--- config.mk ---
export PLATFORM = sky130hd
export DESIGN_NAME = uart_tx_arbiter
export DESIGN_NICKNAME = d
export VERILOG_FILES = /design/src/rtl/uart_tx_arbiter.sv
export SDC_FILE = /design/constraint.sdc
export NUM_CORES = 1
export LEC_CHECK = 0
export BUFFER_PORTS_ARGS = -buffer_cell sky130_fd_sc_hd__buf_2
export CAP_MARGIN = 20
export CELL_PAD_IN_SITES_DETAIL_PLACEMENT = 2
export CELL_PAD_IN_SITES_GLOBAL_PLACEMENT = 2
export CORE_MARGIN = 2
export CORE_UTILIZATION = 32
export CTS_CLUSTER_DIAMETER = 200
export CTS_CLUSTER_SIZE = 24
export DETAILED_ROUTE_END_ITERATION = 10
export PLACE_DENSITY_LB_ADDON = 0.1
export SETUP_SLACK_MARGIN = 0.2
export SLEW_MARGIN = 15
export SYNTH_ARGS = -nofsm -noshare
export SYNTH_HDL_FRONTEND = slang
export SYNTH_SLANG_ARGS = --single-unit
export TNS_END_PERCENT = 20
--- constraint.sdc ---
create_clock -name clk -period 2.2 [get_ports clk]
set_input_delay 0 -clock clk [delete_from_list [all_inputs] [get_ports clk]]
set_output_delay 0 -clock clk [all_outputs]
set_load 0.01 [all_outputs]
--- src/rtl/uart_tx_arbiter.sv ---
// uart_tx_arbiter: shares one UART between the boot echo slot and the CPU slot (FIFO when UART_TX_ARB_CPU_FIFO_EN is defined).
// Strobe to transmit in 2 cycles, tx_done to next transmit >= IDLE_GAP+3 cycles; writes into a full slot are dropped.

`ifdef UART_TX_ARB_CPU_FIFO_EN
// Small power-of-two FIFO: 0-cycle head, push ignored when full, pop ignored when empty.
module uart_tx_arb_fifo #(
    parameter int WIDTH = 8,
    parameter int DEPTH = 4
) (
    input  logic                       clk,
    input  logic                       rst,
    input  logic                       push,
    input  logic [WIDTH-1:0]           push_data,
    input  logic                       pop,
    output logic [WIDTH-1:0]           head,
    output logic [$clog2(DEPTH):0]     count,
    output logic                       full
);
    localparam int AW = $clog2(DEPTH);

    logic [WIDTH-1:0] mem [DEPTH];
    logic [AW-1:0]    wr_ptr;
    logic [AW-1:0]    rd_ptr;
    logic             do_push;
    logic             do_pop;

    assign full    = (count == (AW+1)'(DEPTH));
    assign do_push = push && !full;
    assign do_pop  = pop && (count != '0);
    assign head    = mem[rd_ptr];

    always_ff @(posedge clk) begin
        if (rst) begin
            wr_ptr <= '0;
            rd_ptr <= '0;
            count  <= '0;
        end else begin
            if (do_push) wr_ptr <= wr_ptr + 1'b1;
            if (do_pop)  rd_ptr <= rd_ptr + 1'b1;
            if (do_push && !do_pop)
                count <= count + 1'b1;
            else if (do_pop && !do_push)
                count <= count - 1'b1;
        end
    end

    always_ff @(posedge clk) begin
        if (do_push) mem[wr_ptr] <= push_data;
    end
endmodule
`endif

module uart_tx_arbiter #(
    parameter int IDLE_GAP = 2
) (
    input  logic       clk,
    input  logic       rst,
    input  logic       booting,
    input  logic [7:0] boot_data,
    input  logic       boot_transmit,
    output logic       boot_busy,
    output logic       boot_done,
    input  logic [7:0] cpu_data,
    input  logic       cpu_wr,
    output logic       cpu_full,
    output logic       cpu_done,
    output logic       cpu_ovf,
    output logic [7:0] tx_data,
    output logic       transmit,
    input  logic       tx_done,
    output logic       owner
);
    typedef enum logic [1:0] {S_IDLE, S_START, S_WAIT, S_GAP} state_t;

    localparam int GW = (IDLE_GAP < 2) ? 1 : $clog2(IDLE_GAP + 1);

    state_t        state;
    logic [GW-1:0] gap_cnt;
    logic          last_cpu;
    logic [7:0]    boot_byte;
    logic          cpu_pend;
    logic [7:0]    cpu_head;
    logic          frame_end;
    logic          free_boot;
    logic          pop_cpu;
    logic          grant;
    logic          grant_cpu;

    assign frame_end = (state == S_WAIT) && tx_done;
    assign free_boot = frame_end && !owner;
    assign pop_cpu   = frame_end && owner;

    always_ff @(posedge clk) begin
        if (rst) begin
            boot_busy <= 1'b0;
            boot_byte <= '0;
        end else if (boot_transmit && !boot_busy) begin
            boot_busy <= 1'b1;
            boot_byte <= boot_data;
        end else if (free_boot) begin
            boot_busy <= 1'b0;
        end
    end

`ifdef UART_TX_ARB_CPU_FIFO_EN
    logic [2:0] cpu_count;

    uart_tx_arb_fifo #(.WIDTH(8), .DEPTH(4)) u_cpu_fifo (
        .clk       (clk),
        .rst       (rst),
        .push      (cpu_wr),
        .push_data (cpu_data),
        .pop       (pop_cpu),
        .head      (cpu_head),
        .count     (cpu_count),
        .full      (cpu_full)
    );

    assign cpu_pend = (cpu_count != 3'd0);
`else
    logic [7:0] cpu_byte;

    always_ff @(posedge clk) begin
        if (rst) begin
            cpu_full <= 1'b0;
            cpu_byte <= '0;
        end else if (cpu_wr && !cpu_full) begin
            cpu_full <= 1'b1;
            cpu_byte <= cpu_data;
        end else if (pop_cpu) begin
            cpu_full <= 1'b0;
        end
    end

    assign cpu_pend = cpu_full;
    assign cpu_head = cpu_byte;
`endif

    always_ff @(posedge clk) begin
        if (rst)
            cpu_ovf <= 1'b0;
        else if (cpu_wr && cpu_full)
            cpu_ovf <= 1'b1;
    end

    // Boot owns the UART while booting; otherwise a tie goes to whoever was not served last.
    always_comb begin
        grant     = 1'b0;
        grant_cpu = 1'b0;
        if (booting) begin
            grant = boot_busy;
        end else if (boot_busy && cpu_pend) begin
            grant     = 1'b1;
            grant_cpu = !last_cpu;
        end else if (boot_busy) begin
            grant = 1'b1;
        end else if (cpu_pend) begin
            grant     = 1'b1;
            grant_cpu = 1'b1;
        end
    end

    // The done-pulse cycle is never a grant cycle, so frames are spaced IDLE_GAP+3 apart even with IDLE_GAP=0.
    always_ff @(posedge clk) begin
        if (rst) begin
            state     <= S_IDLE;
            gap_cnt   <= '0;
            last_cpu  <= 1'b1;
            owner     <= 1'b0;
            tx_data   <= '0;
            transmit  <= 1'b0;
            boot_done <= 1'b0;
            cpu_done  <= 1'b0;
        end else begin
            transmit  <= 1'b0;
            boot_done <= 1'b0;
            cpu_done  <= 1'b0;
            case (state)
                S_IDLE: begin
                    if (grant && !boot_done && !cpu_done) begin
                        state    <= S_START;
                        transmit <= 1'b1;
                        owner    <= grant_cpu;
                        last_cpu <= grant_cpu;
                        tx_data  <= grant_cpu ? cpu_head : boot_byte;
                    end
                end
                S_START: begin
                    state <= S_WAIT;
                end
                S_WAIT: begin
                    if (tx_done) begin
                        boot_done <= !owner;
                        cpu_done  <= owner;
                        gap_cnt   <= '0;
                        state     <= (IDLE_GAP == 0) ? S_IDLE : S_GAP;
                    end
                end
                S_GAP: begin
                    if (gap_cnt == GW'(IDLE_GAP))
                        state <= S_IDLE;
                    else
                        gap_cnt <= gap_cnt + 1'b1;
                end
                default: state <= S_IDLE;
            endcase
        end
    end
endmodule

* Yosys cells after proc, flatten, opt, wreduce, memory -nomap -nowiden
Index checks and enable logic that the tools add are counted.
Operators by class: bitwise operators 3, $add $sub $neg 1, equal/unequal tests 8, muxes and demuxes 20, reduce and logical (&&, ||, !) cells 24
Operator list (number):
- two-way mux 1 bit | 12
- two-way mux 2 bit | 5
- logical AND 1 bit | 9
- two-way mux 8 bit | 1
- != test 2 bit (second input constant) | 4
- case mux 2 bit (4 select lines) | 1
- equality test 2 bit (second input constant) | 3
- logical NOT 1 bit | 6
- AND reduction 3 bit | 2
- nonzero test 2 bit | 3
- case mux 2 bit (2 select lines) | 1
- NOT 1 bit | 3
- OR reduction 3 bit | 1
- adder 2 x 1 -> 2 bit (second input constant) | 1
- equality test 2 x 1 -> 1 bit (second input constant) | 1
- logical NOT 2 bit | 1
- AND reduction 2 bit | 1
- OR reduction 2 bit | 1
Storage, ports and cells: logic and storage cells 69, input port bits 22, register bits after elaboration 36, output and inout bits 15

* Depth between registers and ports, before layout
Gate-level depths: netlist of the first run.
depth in word-level cells 8, mapped depth 6, depth with buffers taken out 6

* Worst setup path before layout of the first run
Ideal clock, no wire load.
path type register to register, start point register cpu_full, end point register state[1], data arrival time 1.208 ns, setup time 0.072 ns, path buffers 1, period minus slack after synthesis 1.280 ns, setup slack 0.920 ns, cell stages (with the launch flop) 6, path through dfxtp_1 -> nor2b_4 -> buf_4 -> nor2_1 -> a21oi_1 -> mux2i_1
On the way: cells in the longest elaborated chain, start to end 8, elaborated cells on any way between the ends 9, classes of those cells eq/ne (1); mux (4); reduce/logical (4)
RTL lines:
- start, declared | line 65 | output logic cpu_full,
- start signal, assigned | line 125 | cpu_full <= 1'b0;
- start signal, assigned | line 128 | cpu_full <= 1'b1;
- start signal, assigned | line 131 | cpu_full <= 1'b0;
- two-way mux 1 bit | line 157 | end else if (cpu_pend) begin
- two-way mux 1 bit | line 155 | end else if (boot_busy) begin
- two-way mux 1 bit (*) | line 152 | end else if (boot_busy && cpu_pend) begin
- two-way mux 1 bit (*) | line 150 | if (booting) begin
- logical AND 1 bit (*) (2 in a row) | line 180 | if (grant && !boot_done && !cpu_done) begin
- != test 2 bit (no line) (*)
- AND reduction 3 bit (no line) (*)
- end signal, assigned | line 196 | state <= (IDLE_GAP == 0) ? S_IDLE : S_GAP;
- end, declared | line 77 | state_t state;
Mark *: on every way between the ends. The rest lies on a longest branch, timed or not. A chain may end at the register's enable or synchronous reset.

* Worst setup path in the final report of the first run
start point register cpu_full, end point register tx_data[3]
On the way: cells in the longest elaborated chain, start to end 7, elaborated cells on any way between the ends 12, classes of those cells mux (8); reduce/logical (4)
RTL lines:
- two-way mux 1 bit | line 157
- two-way mux 1 bit | line 155
- two-way mux 1 bit | line 152
- two-way mux 1 bit | line 150
- logical AND 1 bit (2 in a row) | line 180
- AND reduction 2 bit (no line)
- end signal, assigned | line 185 | tx_data <= grant_cpu ? cpu_head : boot_byte;
- end, declared | line 68 | output logic [7:0] tx_data,
Several ways; a longest one is shown, not always the timed one.

==> flow_summary.ini, run 1 <==
[synthesis]
synth.distinct_cells = 29
synth.avg_cell_area_um2 = 8.19
synthCells = 182
synth_nets = 208
synth.top_cell.area_share = 0.483
yosys.area.top_type = dfxtp_1
yosysSeqAreaShare = 0.483
synth.cell_area_mm2 = 0.00149
yosysWarnings = 0
synth_area_leaders = dfxtp_1, nand2_1, a21oi_1
synth-seq-cells = 36

[pwr]
power.density_mw_per_mm2 = 950
total_power_mw = 1.84
swShare = 0.336
leakagePower_nw = 0.787
cellInternalPower_mw = 1.22
clkPwrFrac = 0.268
vdd_drop_max_mv = 0.463
p_seq_frac = 0.447
p_comb_frac = 0.285
power.switching_mw = 0.620

[placed_design]
gp_congestion = 0.717
placed_cell_area_mm2 = 0.00169
dp_cells = 260
dp_hpwl_mm = 3.14
port_buffers = 36
pre_cts_slack_ns = 0.683

[timing]
fin_tns_setup_ns = 0
timing.slew.headroom = 0.535
worstMarginPinSlew_ns = 0.697
grt_setup_unrepaired = false
drv_slew = 0
finalWorstSetupSlack_ns = 0.659
clock_skew_ns = 0.00730
setup_violations = 0
whs_ns = -0.00835
hold_viol_final = 1
fmax_mhz = 649
min_period_over_period = 0.700
min_period_ns = 1.54

[routing]
drc = 0
via_per_inst = 5.15
drtIter0Drc = 38
wl_per_cell_um = 16.2
ant_nets = 0
vias = 1464
drtPass1Iterations = 4
routed_wl_mm = 4.61

[layout]
area_growth_pct = 30.1
drive_gt1_frac = 0.203
fillers = 519
postLayoutCoreUtil = 0.440
final_cell_mix = nand2_1, dfxtp_1, buf_2, a21oi_1, dlygate4sd3_1
final_area_mm2 = 0.00194
nets = 257
layout.cells.most_common = nand2_1
instances_no_fill = 284
diodes = 0

[floorplan]
die_w_um = 72.3
die_area_mm2 = 0.00522
io_pins = 37
core.rowCount = 24
initial_core_util = 0.338
core-area_mm2 = 0.00441
dieHeight_um = 72.3

[setup_path]
cp_max_fo = 13
reg2reg_depth = 4
cp-end-kind = register
critPathKind = reg2reg
startpoint_type = register
critPathRequiredTime_ns = 2.34
rr_startpoint = cpu_full
critical_path_arrival_ns = 1.68
r2r_end = tx_data[3]
ff2ff_setup_slack_ns = 0.66

[clock_tree]
root_buffer = clkbuf_8
clkTransAtPathRegs_ns = 0.07
cts_max_path_buffers = 2
h-tree-depth = 2
cts.sinks = 36
cts_tree = yes
hold_buffers = 16
cts_resized = 0
postCtsSetupRepairBufs = 0
cts_buffers = 5
clock_latency_ns = 0.29

[run_status]
status = complete, but fails checks
violations = hold timing

[hold_path]
min_path_cells = 3
min_to = cpu_ovf
min_path_type = in2reg
min_from = cpu_wr

[run]
max-cap-violations = 0

[global_route]
grt_max_degree = 38
grt_use_total = 0.193
grt_pass1_vias = 1603
grt-ovfl-total = 0
grt_pass1_wl_mm = 7.70
grt_antenna_before_repair = 0
-- cell families after synthesis --
kind of cell	share of synthesized area
buffers and inverters	0.0411
muxes	0.00671
AOI/OAI and AO/OA	0.185
DFF	0.483
adders and majority gates	0.0336
and+or+nand+nor	0.251
-- how the worst max path moves through the flow --
stage / startpoint / cells after the start / to / slack, ns
after floorplan: cpu_full / 5 / state[1] / 0.92
after global placement: cpu_full / 4 / tx_data[7] / 0.82
after detailed placement: cpu_full / 4 / tx_data[5] / 0.68
after CTS: cpu_full / 4 / tx_data[5] / 0.66
after global routing: cpu_full / 4 / tx_data[3] / 0.53
final: cpu_full / 4 / tx_data[3] / 0.66
-- layer usage --
layer | global-route usage | part of all wire
met5 | 0 | 0
met4 | 0.0629 | 0.013
met1 | 0.216 | 0.43
met2 | 0.365 | 0.53
met3 | 0.0333 | 0.026
-- state kept, by name (all words and copies together), names as in the netlist --
register,flops
gap_cnt,2
last_cpu,1
state,2
owner,1
boot_done,1
cpu_done,1
boot_busy,1
tx_data,8
cpu_ovf,1
boot_byte,8
transmit,1
cpu_byte,8
cpu_full,1
-- final cells by class --
type	instances	area, um2	share of cell area
flip-flops and latches	36	721	0.371
repair buffers	52	340	0.175
inverters	3	11.3	0.00580
well taps	52	65.1	0.0335
multi-input cells	133	709	0.366
clock inverters	1	7.51	0.00387
clock buffers	7	86.3	0.0445
-- worst max-delay path, cell delays in order (launching register included) --
cell and delay [ns]:
dfxtp_1 0.42, nor2b_4 0.35, nand2_1 0.27, a21oi_1 0.24
a211oi_1 0.11
-- cells in the mapped netlist --
master and n:
nor3_1 2, nand2b_1 6, o31ai_1 1, and2_1 1, inv_1 3, nor2b_4 1
buf_4 1, buf_2 1, nand3_1 11, buf_6 1, o211ai_1 1, a311oi_1 4
a21oi_1 27, o211a_4 1, a311oi_2 1, mux2i_1 1, and2b_1 1, o21a_1 1
nand2_2 1, clkbuf_1 7, a22oi_1 1, o21ai_0 4, nor3b_1 1, nor2b_1 2
nand2_1 43, ha_1 4, nor2_1 15, dfxtp_1 36, a211oi_1 3
-- power by group through the flow --
stage | clock [mW] | sequential (mW) | combinational [mW]
after floorplan | 0 | 0.844 | 0.329
after global placement | 0 | 0.829 | 0.466
after detailed placement | 0 | 0.838 | 0.506
after CTS | 0.507 | 0.825 | 0.531
after global routing | 0.532 | 0.839 | 0.583
final | 0.494 | 0.825 | 0.526
No activity file was read; power rests on OpenSTA's default activity.
==> inputs of run 2 (changes only) <==
--- a/config.mk
+++ b/config.mk
@@ -10,7 +10,7 @@
 export CELL_PAD_IN_SITES_DETAIL_PLACEMENT = 2
 export CELL_PAD_IN_SITES_GLOBAL_PLACEMENT = 2
 export CORE_MARGIN = 2
-export CORE_UTILIZATION = 32
+export CORE_UTILIZATION = 27
 export CTS_CLUSTER_DIAMETER = 200
 export CTS_CLUSTER_SIZE = 24
 export DETAILED_ROUTE_END_ITERATION = 10
==> constraint.sdc (replaced) <==
create_clock -name clk -period 1.3 [get_ports clk]
set_input_delay 0 -clock clk [delete_from_list [all_inputs] [get_ports clk]]
set_output_delay 0 -clock clk [all_outputs]
set_load 0.01 [all_outputs]
==> run 2 against run 1 <==
Against the previous run: the flow finishes with violations (setup timing); core utilization decreased by 0.77 points; fmax increased by 18%; non-clock buffer count increased by 15; critical endpoint is now state[0].
==> flow_summary.ini, run 2 (synthesized netlist as in run 1, its figures left out) <==
[routing]
via_per_inst = 4.79
wl_met1_mm = 2.21
drtIter0Drc = 33
wl_per_cell_um = 16.3
routed_wl_mm = 5.20
wl_met2_mm = 2.79
routed.top_layer = met4
drtPass1Iterations = 4
dr_wl_met3_um = 118
ant_nets = 0
drc = 0
vias = 1532

[run]
max-cap-violations = 0

[global_route]
grt-ovfl-total = 0
grt_use_total = 0.177
grt_antenna_before_repair = 0
grt_max_degree = 31
grt_pass1_wl_mm = 8.31
grt_pass1_vias = 1676

[run_status]
status = complete, but fails checks
violations = setup timing

[floorplan]
core.rowCount = 27
core-area_mm2 = 0.00541
die_area_mm2 = 0.00613
die_w_um = 78.3
dieHeight_um = 78.3
io_pins = 37
initial_core_util = 0.276

[timing]
min_period_over_period = 1.00
setup_violations = 1
whs_ns = 0.0793
hold_viol_final = 0
drv_slew = 0
clock_skew_ns = 0.00874
grt_setup_unrepaired = true
fmax_mhz = 768
finalWorstSetupSlack_ns = -0.00283
fin_tns_setup_ns = -0.00283
min_period_ns = 1.30
timing.slew.headroom = 0.570
worstMarginPinSlew_ns = 0.644

[layout]
reg_top3 = boot_byte (8), cpu_byte (8), tx_data (8)
final_cell_mix = nand2_1, buf_2, dfxtp_1, a21oi_1, dlygate4sd3_1
drive_gt1_frac = 0.403
area_growth_pct = 56.5
layout.cells.most_common = nand2_1
fillers = 595
nets = 273
diodes = 0

[pwr]
leakagePower_nw = 0.916
vdd_drop_max_mv = 0.577
power.density_mw_per_mm2 = 1660

[setup_path]
critPathKind = reg2reg
startpoint_type = register
cp_max_fo = 6
cp-end-kind = register
critPathRequiredTime_ns = 1.48
critical_path_arrival_ns = 1.49

[placed_design]
gp_congestion = 0.727
dp_hpwl_mm = 3.39
port_buffers = 36

[clock_tree]
root_buffer = clkbuf_8
clkTransAtPathRegs_ns = 0.08
cts_tree = yes
cts_max_path_buffers = 2
cts_buffers = 5
cts.sinks = 36
h-tree-depth = 2
clock_latency_ns = 0.29

[hold_path]
min_path_type = in2reg
## run 2: cell count changes in the layout (fill, tap and decap cells not counted), sizes merged
cell         change
buf             +14
bufinv           +1
clkbuf           -1
clkinv           +1
clkinvlp         -1
dlygate4sd3      +1
o211a            +1
## run 2: routing by layer
metal	up-vias	global-route usage
met2	24	0.338
met3	7	0.0310
met1	751	0.196
li1	750	-
met4	0	0.0596
met5	-	0
## run 2: what timing repair did
action                                  4_1_cts  5_1_grt
gates cloned                                  1        0
endpoints found under the hold margin        17        0
gates resized for setup                      24       24
hold buffers                                 17        0
endpoints found under the setup margin       25       34
buffers inserted                              9        1
pin swaps                                     6        9
## run 2: worst max-delay path: stages (launching register included)
cell and delay [ns]:
dfxtp_4 0.40, inv_4 0.04, ha_4 0.18, buf_4 0.14, nor2_1 0.17, a21oi_1 0.11
o21a_1 0.15
## run 2: area by class of cell
| class | count | area [um2] | share of cell area |
|---|---|---|---|
| repair buffers | 67 | 467 | 0.200 |
| flip-flops and latches | 36 | 736 | 0.315 |
| clock inverters | 2 | 35.0 | 0.0150 |
| multi-input cells | 134 | 918 | 0.393 |
| clock buffers | 6 | 72.6 | 0.0311 |
| well taps | 72 | 90.1 | 0.0386 |
| inverters | 3 | 16.3 | 0.00697 |
## run 2: final timing paths
path | startpoint | end | slack [ns] | depth (start not counted)
max | state[1] | state[0] | -0.003 | 6
min | booting | last_cpu | 0.08 | 4
max reg2reg | state[1] | state[0] | -0.003 | 6
min reg2reg | boot_byte[7] | boot_byte[7] | 0.46 | 2
## run 2: power by group
part | switching, mW | total [mW] | internal, mW
Sequential | 0.151 | 1.44 | 1.29
Combinational | 0.750 | 1.46 | 0.712
Clock | 0.413 | 0.982 | 0.570
## run 2: metrics by stage
step / cells / setup WS (ns) / utilization / total power [mW] / cell area (um2)
6_report: 320 / -0.00283 / 0.432 / 3.88 / 2330
3_5_place_dp: 284 / -0.0715 / 0.328 / 2.37 / 1770
2_1_floorplan: 182 / 0.155 / - / 2.06 / 1520
3_3_place_gp: 284 / 0.0475 / 0.328 / 2.29 / 1770
5_1_grt: 320 / -0.0461 / 0.432 / 4.10 / 2330
4_1_cts: 319 / 0.0221 / 0.410 / 3.74 / 2220
==> inputs of run 3 (changes only) <==
--- a/config.mk
+++ b/config.mk
@@ -9,7 +9,7 @@
 export CAP_MARGIN = 20
 export CELL_PAD_IN_SITES_DETAIL_PLACEMENT = 2
 export CELL_PAD_IN_SITES_GLOBAL_PLACEMENT = 2
-export CORE_MARGIN = 2
+export CORE_MARGIN = 1.5
 export CORE_UTILIZATION = 27
 export CTS_CLUSTER_DIAMETER = 200
 export CTS_CLUSTER_SIZE = 24
@@ -19,5 +19,6 @@
 export SLEW_MARGIN = 15
 export SYNTH_ARGS = -nofsm -noshare
 export SYNTH_HDL_FRONTEND = slang
+export SYNTH_HIERARCHICAL = 1
 export SYNTH_SLANG_ARGS = --single-unit
 export TNS_END_PERCENT = 20
==> run 3 against run 2 <==
Against the previous run: the flow now finishes without violations; die area decreased by 2.5%; synthesized cell count stayed put; critical path depth is 1 lower; first-iteration DRC count is 3.0% lower; total power decreased by 3.6%; hold slack lost 0.056 ns; non-clock buffer count did not move; wire length up 0.17%; flip-flop and latch count unchanged; core utilization is 1.2 points higher; clock skew fell by 0.0025 ns.
==> flow_summary.ini, run 3 <==
[run_status]
status = finished, final reports clean

[synthesis]
yosysMostFrequentCell = nand2_1
yosys.area.top_type = dfxtp_1
synth.distinct_cells = 29
netlist_top_cells_count = nand2_1, dfxtp_1, a21oi_1
synth_area_leaders = dfxtp_1, nand2_1, a21oi_1
yosysSeqAreaShare = 0.483
synth-main-ff-cell = dfxtp_1
synthCells = 182
synth_nets = 208
synth-seq-cells = 36
synth.top_cell.area_share = 0.483
synth.avg_cell_area_um2 = 8.19
synth_edf_count = 0
yosysWarnings = 6
synth.cell_area_mm2 = 0.00149
async_flop_share = 0

[setup_path]
cp_max_fo = 7
r2r_end = tx_data[4]
startpoint_type = register
critPathKind = reg2reg
critPathRequiredTime_ns = 1.46
ff2ff_setup_slack_ns = 0.04
crit_start = cpu_full
reg2reg_depth = 5
rr_startpoint = cpu_full
critical_path_arrival_ns = 1.42
cp-end-kind = register

[layout]
final_cell_mix = nand2_1, buf_2, dfxtp_1, a21oi_1, dlygate4sd3_1
instances_no_fill = 318
diodes = 0
fillers = 579
reg_top3 = boot_byte (8), cpu_byte (8), tx_data (8)
nets = 273
area_growth_pct = 54.9
layout.cells.most_common = nand2_1
drive_gt1_frac = 0.419

[routing]
drtPass1Iterations = 4
wl_per_cell_um = 16.4
drtIter0Drc = 32
routed_wl_mm = 5.21
vias = 1534
drc = 0
ant_nets = 0
via_per_inst = 4.82

[pwr]
p_comb_frac = 0.376
total_power_mw = 3.74
clkPwrFrac = 0.242
vdd_drop_max_mv = 0.651
swShare = 0.340
cellInternalPower_mw = 2.47
power.density_mw_per_mm2 = 1620
p_seq_frac = 0.382
leakagePower_nw = 0.916
power.switching_mw = 1.27

[clock_tree]
cts_max_path_buffers = 2
clkTransAtPathRegs_ns = 0.08
cts_tree = yes
cts_buffers = 5
clock_latency_ns = 0.29
h-tree-depth = 2
cts.sinks = 36
root_buffer = clkbuf_8

[floorplan]
initial_core_util = 0.287
die_area_mm2 = 0.00598
die_w_um = 77.3
dieHeight_um = 77.3
core-area_mm2 = 0.00520
io_pins = 37
core.rowCount = 26

[global_route]
grt_pass1_vias = 1759
grt_pass1_wl_mm = 8.42
grt_use_total = 0.184
grt_antenna_before_repair = 0
grt_max_degree = 20
grt-ovfl-total = 0

[hold_path]
min_path_cells = 3
min_from = cpu_wr
min_to = cpu_ovf
min_path_type = in2reg

[placed_design]
gp_congestion = 0.687
port_buffers = 36
dp_cells = 283
pre_cts_slack_ns = -0.0550
dp_hpwl_mm = 3.43

[timing]
setup_violations = 0
hold_viol_final = 0
worstMarginPinSlew_ns = 0.408
fmax_mhz = 795
grt_setup_unrepaired = true
timing.slew.headroom = 0.728
min_period_over_period = 0.967
finalWorstSetupSlack_ns = 0.0423
clock_skew_ns = 0.00623
fin_tns_setup_ns = 0
min_period_ns = 1.26
drv_slew = 0

[run]
max-cap-violations = 0
==> run 3: cell counts after synthesis <==
Identical to the previous run, type by type.
==> run 3: logic make-up (layout without fill, tap and decap cells) <==
logic type	Yosys count	after routing	synth area share
AOI/OAI and AO/OA	44	45	0.185
adders and majority gates	4	4	0.0336
buffers and inverters	13	78	0.0411
muxes	1	1	0.00671
DFF	36	36	0.483
and+or+nand+nor	84	84	0.251
==> run 3: final cells by class <==
cell class / instances / area (um2) / area share
flip-flops and latches: 36 / 738 / 0.320
repair buffers: 67 / 480 / 0.208
clock buffers: 7 / 97.6 / 0.0423
multi-input cells: 134 / 887 / 0.384
inverters: 3 / 13.8 / 0.00596
well taps: 70 / 87.6 / 0.0379
clock inverters: 1 / 5.00 / 0.00217
==> run 3: repair_timing <==
item,4_1_cts,5_1_grt
pin swaps,7,6
resized for setup,32,17
setup buffers,10,0
setup endpoints to repair,18,34
hold endpoints to repair,16,0
gates cloned,1,0
hold buffers,16,0
==> run 3: worst max path at each step <==
stage | end | slack (ns) | depth (start not counted)
after floorplan | tx_data[3] | 0.15 | 5
after global placement | state[1] | 0.09 | 6
after detailed placement | state[1] | -0.06 | 6
after CTS | state[1] | 0.05 | 6
after global routing | last_cpu | -0.04 | 5
final | tx_data[4] | 0.04 | 5
==> run 3: power by group through the flow <==
stage               clock network [mW]  logic [mW]  registers, mW
floorplan                            0       0.619           1.44
CTS                              0.923        1.31           1.43
global route                      1.00        1.53           1.46
detailed placement                   0       0.969           1.42
global placement                     0       0.889           1.42
finish                           0.905        1.41           1.43
==> run 3: stage by stage <==
| stage | area [um2] | hold WS, ns | util |
|---|---|---|---|
| floorplan | 1520 | 0.136 | - |
| global route | 2310 | 0.0545 | 0.444 |
| global placement | 1790 | 0.241 | 0.344 |
| CTS | 2260 | 0.00171 | 0.434 |
| detailed placement | 1790 | 0.250 | 0.344 |
| finish | 2310 | 0.0230 | 0.444 |
==> run 3: routing by layer <==
metal	up-vias	GRT usage	wire length (um)
met4	0	0.0600	74
met2	22	0.368	3030
met3	8	0.0369	117
li1	749	-	-
met1	755	0.184	1990
met5	-	0	0
==> run 3: worst max-delay path, stage by stage, from the launching register on <==
cell	delay, ns
dfxtp_4	0.35
nor2b_4	0.25
o211ai_1	0.13
buf_4	0.18
a21oi_2	0.12
a211oi_1	0.09
